<file path="src/rtl/dmem_access_ctrl.sv">
// Data-memory access sequencer: latches one load/store request and drives exactly one memory cycle.
// Load data is returned in a register. Define DMEM_ALIGN_CHECK_EN to reject misaligned half/word requests.
module dmem_access_ctrl (
    input  logic        clk,
    input  logic        rst,
    input  logic        req,
    output logic        ready,
    input  logic        req_we,
    input  logic [2:0]  req_op,
    input  logic [31:0] req_addr,
    input  logic [31:0] req_wdata,
    output logic        done,
    output logic [31:0] rdata,
    output logic        addr_err,
    output logic        mem_we,
    output logic [31:0] mem_addr,
    output logic [1:0]  mem_mask,
    output logic        mem_signed_ext,
    output logic [31:0] mem_wdata,
    input  logic [31:0] mem_rdata
);

    localparam int unsigned DATA_W = 32;
    localparam int unsigned MASK_W = 2;

    typedef enum logic [1:0] {
        IDLE = 2'd0,
        XFER = 2'd1,
        RESP = 2'd2,
        ERR  = 2'd3
    } state_e;

    state_e              state_q;
    logic                we_q;
    logic                ready_q;
    logic                done_q;
    logic                addr_err_q;
    logic [DATA_W-1:0]   rdata_q;
    logic                mem_we_q;
    logic [DATA_W-1:0]   mem_addr_q;
    logic [MASK_W-1:0]   mem_mask_q;
    logic                mem_sext_q;
    logic [DATA_W-1:0]   mem_wdata_q;

    logic [MASK_W-1:0]   mask_d;
    logic                sext_d;
    logic                misalign_c;

    // Size code 11 is treated as a word access.
    assign mask_d = (req_op[1:0] == 2'b11) ? 2'b10 : req_op[1:0];
    assign sext_d = ~req_we & ~req_op[2];

`ifdef DMEM_ALIGN_CHECK_EN
    always_comb begin
        misalign_c = 1'b0;
        case (req_op[1:0])
            2'b00:   misalign_c = 1'b0;
            2'b01:   misalign_c = req_addr[0];
            default: misalign_c = |req_addr[1:0];
        endcase
    end
`else
    assign misalign_c = 1'b0;
`endif

    // Single-process FSM; every output is a flop so the memory interface never glitches.
    always_ff @(posedge clk or posedge rst) begin
        if (rst) begin
            state_q     <= IDLE;
            we_q        <= 1'b0;
            ready_q     <= 1'b1;
            done_q      <= 1'b0;
            addr_err_q  <= 1'b0;
            rdata_q     <= '0;
            mem_we_q    <= 1'b0;
            mem_addr_q  <= '0;
            mem_mask_q  <= '0;
            mem_sext_q  <= 1'b0;
            mem_wdata_q <= '0;
        end else begin
            done_q     <= 1'b0;
            addr_err_q <= 1'b0;
            mem_we_q   <= 1'b0;
            case (state_q)
                IDLE: begin
                    if (req) begin
                        we_q        <= req_we;
                        mem_addr_q  <= req_addr;
                        mem_mask_q  <= mask_d;
                        mem_sext_q  <= sext_d;
                        mem_wdata_q <= req_wdata;
                        ready_q     <= 1'b0;
                        if (misalign_c) begin
                            state_q    <= ERR;
                            done_q     <= 1'b1;
                            addr_err_q <= 1'b1;
                            rdata_q    <= '0;
                        end else begin
                            state_q  <= XFER;
                            mem_we_q <= req_we;
                        end
                    end
                end
                XFER: begin
                    if (!we_q) begin
                        rdata_q <= mem_rdata;
                    end
                    done_q  <= 1'b1;
                    state_q <= RESP;
                end
                RESP: begin
                    ready_q <= 1'b1;
                    state_q <= IDLE;
                end
                ERR: begin
                    ready_q <= 1'b1;
                    state_q <= IDLE;
                end
                default: begin
                    ready_q <= 1'b1;
                    state_q <= IDLE;
                end
            endcase
        end
    end

    assign ready          = ready_q;
    assign done           = done_q;
    assign addr_err       = addr_err_q;
    assign rdata          = rdata_q;
    assign mem_we         = mem_we_q;
    assign mem_addr       = mem_addr_q;
    assign mem_mask       = mem_mask_q;
    assign mem_signed_ext = mem_sext_q;
    assign mem_wdata      = mem_wdata_q;

endmodule
</file>
<file path="config.mk">
export PLATFORM = sky130hd
export DESIGN_NAME = dmem_access_ctrl
export DESIGN_NICKNAME = d
export VERILOG_FILES = /design/src/rtl/dmem_access_ctrl.sv
export SDC_FILE = /design/constraint.sdc
export NUM_CORES = 1
export LEC_CHECK = 0
export ABC_AREA = 1
export CAP_MARGIN = 25
export CORE_MARGIN = 3
export CORE_UTILIZATION = 40
export DETAILED_ROUTE_END_ITERATION = 7
export PLACE_DENSITY_LB_ADDON = 0.1
export SYNTH_ARGS = -nofsm -noshare
export SYNTH_HDL_FRONTEND = slang
export SYNTH_SLANG_ARGS = --single-unit
</file>
<file path="constraint.sdc">
create_clock -name clk -period 4.3 [get_ports clk]
set_clock_uncertainty 0.1 [all_clocks]
set_input_delay 0.645 -clock clk [delete_from_list [all_inputs] [get_ports clk]]
set_output_delay 0.645 -clock clk [all_outputs]
set_load 0.02 [all_outputs]
</file>
==> impl_summary.md <==
Worst setup path
The dominant cell type by count on the critical path is sky130_fd_sc_hd__nand2_1. Traced cell by cell, the critical path runs through inv_1 -> nand3_1 -> buf_8 -> nand2_1 -> nand2_1. On the critical path, the stage with the largest delay is an instance of sky130_fd_sc_hd__inv_1. In this run the worst path has a maximum fanout of 33.

For the worst flop-to-flop path, the logic depth is 5. STA classifies the critical path endpoint as a flip-flop. The setup path with the least slack is of type reg -> reg. The worst-case register-to-register setup slack is 1.80 ns. The required time at the endpoint of the critical path is 4.44 ns. The worst setup path is launched from a flip-flop. The peak per-stage delay on the critical path is 0.68 ns. The critical path data arrival time is 2.64 ns.

Global route
The initial antenna violation count was 0. For this run, the total global-route usage over all layers was measured as 0.202. The first global-routing pass estimated 18.7 mm of wire. The number of global-route vias before repair is about 3,800.

The global route total overflow is 0. The pin count of the biggest net entering global routing is 69.

Layout
The fraction of layout instances using a drive strength above 1 is 0.0354. Leaving out fill and tap cells, the most frequent cell in the layout is sky130_fd_sc_hd__clkdlybuf4s50_1. The post-layout instance count excluding filler cells is a little under 800. The library cells used most frequently in the layout, excluding fill and tap cells, are 203 x sky130_fd_sc_hd__clkdlybuf4s50_1, 200 x sky130_fd_sc_hd__nand2_1, 104 x sky130_fd_sc_hd__dfrtp_1. The area growth from synthesis to layout is 54.4%. The repair_antennas step left the layout with diodes totalling 0.

The net count of the finished layout is 747.

Synthesis
The number of nets produced by synthesis is between 500 and 600. The mean area per synthesized cell is 9.11 um^2. After synthesis, the cell types taking the most area are sky130_fd_sc_hd__dfrtp_1 62%, sky130_fd_sc_hd__nand2_1 18%, sky130_fd_sc_hd__nand3_1 8.3%, sky130_fd_sc_hd__nand4_1 4.8%, sky130_fd_sc_hd__buf_2 2.2%. The number of unique standard cell types used by synthesis is 15.

Of the post-synthesis cell area, the dominant cell type holds 0.624. The number of instances in the synthesized netlist is 458. For this run, the number of Yosys warnings is 0. The synthesized design contains 105 register bits. Of the synthesized area, sequential elements account for 0.630. The synthesized design spends more area on one cell type than any other, namely sky130_fd_sc_hd__dfrtp_1.

In this run the cell area of the synthesized design comes to 0.00417 mm^2.

Clock tree
Clock tree synthesis found a total of 105 sinks. Once the clock tree was built, the setup fixing pass inserted 0 buffers. Counting the buffers created by CTS gives 9. The H-tree was split into 3 levels. The later pin in the worst-skew pair is clocked with a latency of 0.34 ns. TritonCTS built the clock tree. Buffers inserted to repair hold after CTS numbered 0. Once the clock tree was built, the resizer swapped 0 gates to a different size. The root buffer cell is sky130_fd_sc_hd__clkbuf_8. The clock transition time at the flip-flop clock pins of the worst setup and hold paths is around 0.09 ns.

The longest clock path from root to sink contains 2 buffers.

Die
The placeable core region is 0.00995 mm^2. The die is around 110 um tall. The floorplan die area is 0.0117 mm^2.

In this run the horizontal extent of the chip is 108 um. The initial core utilization is 0.419. The number of placed I/O pins is between 200 and 250. The number of cell rows is 36.

Placement
The cell count after placement is 765. The congestion estimate from routability-driven global placement came to a little over 0.7. Input and output buffers added on the ports amount to 204. Summed over all nets, the half-perimeter wirelength after detailed placement is a little over 8 mm.

Job
The tool flagged a number of max-cap violations equal to 0.

STA
The worst path needs 2.50 ns of the cycle, external delays included. Setup repair after global routing left no endpoint under its margin. The relative max-transition margin is 0.366.

The actual transition at the worst max-transition pin is 0.950 ns. The max-slew violation total from the final report is 0. Derived from the worst setup path, the maximum achievable clock frequency is 400 MHz. The final-layout setup total negative slack is 0 ns. Setup violations remaining at the end of the flow were counted as 0. The final number of hold-violating endpoints is 0.

The final period utilization is 0.581.

Worst hold path
The count of cells along the worst hold path is 2. The path class of the lowest-slack min-delay path is reg -> reg.

Drt
The detailed router finished its first iteration with 231 violations. The average routed wire per standard cell is ~15 um. For this run, design rule violations remaining after detail routing come to 0. The detailed-routing iteration count for the pre-antenna-repair pass is 4. The final antenna-violating net count is 0. For this block, the routed nets add up to around 12 mm of wire. The routed layout has 3,772 vias. After detailed routing, the number of vias per cell comes to 4.82.

Outcome
The run finished with clean final reports.

Power and ir drop
The standby leakage power is 3.11 nW. In this run the power density over the cells is 546 mW/mm^2. The worst-case IR drop observed on VDD is between 0.2 and 0.25 mV.
-- synth_stat cells (all sizes together) --
cell type and instances:
nand2 201, dfrtp 104, nand3 69, nand4 32, buf 23, clkbuf 13, inv 7, nor2 7
conb 1, dfstp 1
-- sequential cells by signal (all words and copies together), names as in the netlist --
signal and flops:
ready 1, mem_wdata 32, state_q 2, done 1, mem_mask 2, mem_we 1
mem_signed_ext 1, we_q 1, mem_addr 32, rdata 32
-- worst paths after layout --
kind	to	startpoint
setup / recovery	rdata[20]	state_q[1]
hold / removal	mem_wdata[1]	mem_wdata[1]
setup reg to reg	rdata[20]	state_q[1]
hold reg to reg	mem_wdata[1]	mem_wdata[1]
max in group asynchronous	mem_addr[23]	rst
min in group asynchronous	rdata[19]	rst
-- per-stage QoR --
stage                     hold WS, ns  setup slack, ns  cell area, um^2  power, mW  utilization
after global placement          0.353             1.66             6240       2.97        0.627
after CTS                       0.379             1.50             6430       3.55        0.646
after floorplan                 0.342            0.796             4170       2.20            -
after detailed placement        0.358             1.51             6270       3.01        0.629
final                           0.374             1.80             6440       3.52        0.647
after global routing            0.388             1.56             6440       3.73        0.647
-- metal layers --
metal / up-vias / share of wire / GRT usage
met3: 16 / 0.086 / 0.0573
met1: 1763 / 0.42 / 0.260
met2: 150 / 0.47 / 0.330
met5: - / 0 / 0
li1: 1843 / - / -
met4: 0 / 0.017 / 0.0694
-- area by class of cell --
type                    instances  area, um^2
inverters                       7        28.8
flip-flops and latches        105        2630
well taps                     133         166
multi-input cells             310        1340
fillers                       866        3510
repair buffers                211        2120
clock buffers                  15         156
clock inverters                 1        5.00
-- report_power, final --
part / switching [mW] / total [mW] / internal (mW) / leakage [nW]
Combinational: 0.818 / 1.53 / 0.711 / 1.73
Clock: 0.310 / 0.538 / 0.228 / 0.0817
Sequential: 0.167 / 1.45 / 1.28 / 1.30
-- critical path, delay by kind of cell, from the launching register on --
kind / cells / cell delay [ns]
buf+inv: 2 / 1.05
simple gates: 3 / 0.78
flops: 1 / 0.45
-- cell families (layout without fill, tap and decap cells) --
family | count (synthesis) | after routing | share of synthesized area
buffers and inverters | 43 | 234 | 0.0486
flip-flops | 105 | 105 | 0.630
other | 1 | 1 | 0.000899
AND/OR/NAND/NOR | 309 | 309 | 0.320
Power figures use the tool's default switching activity.
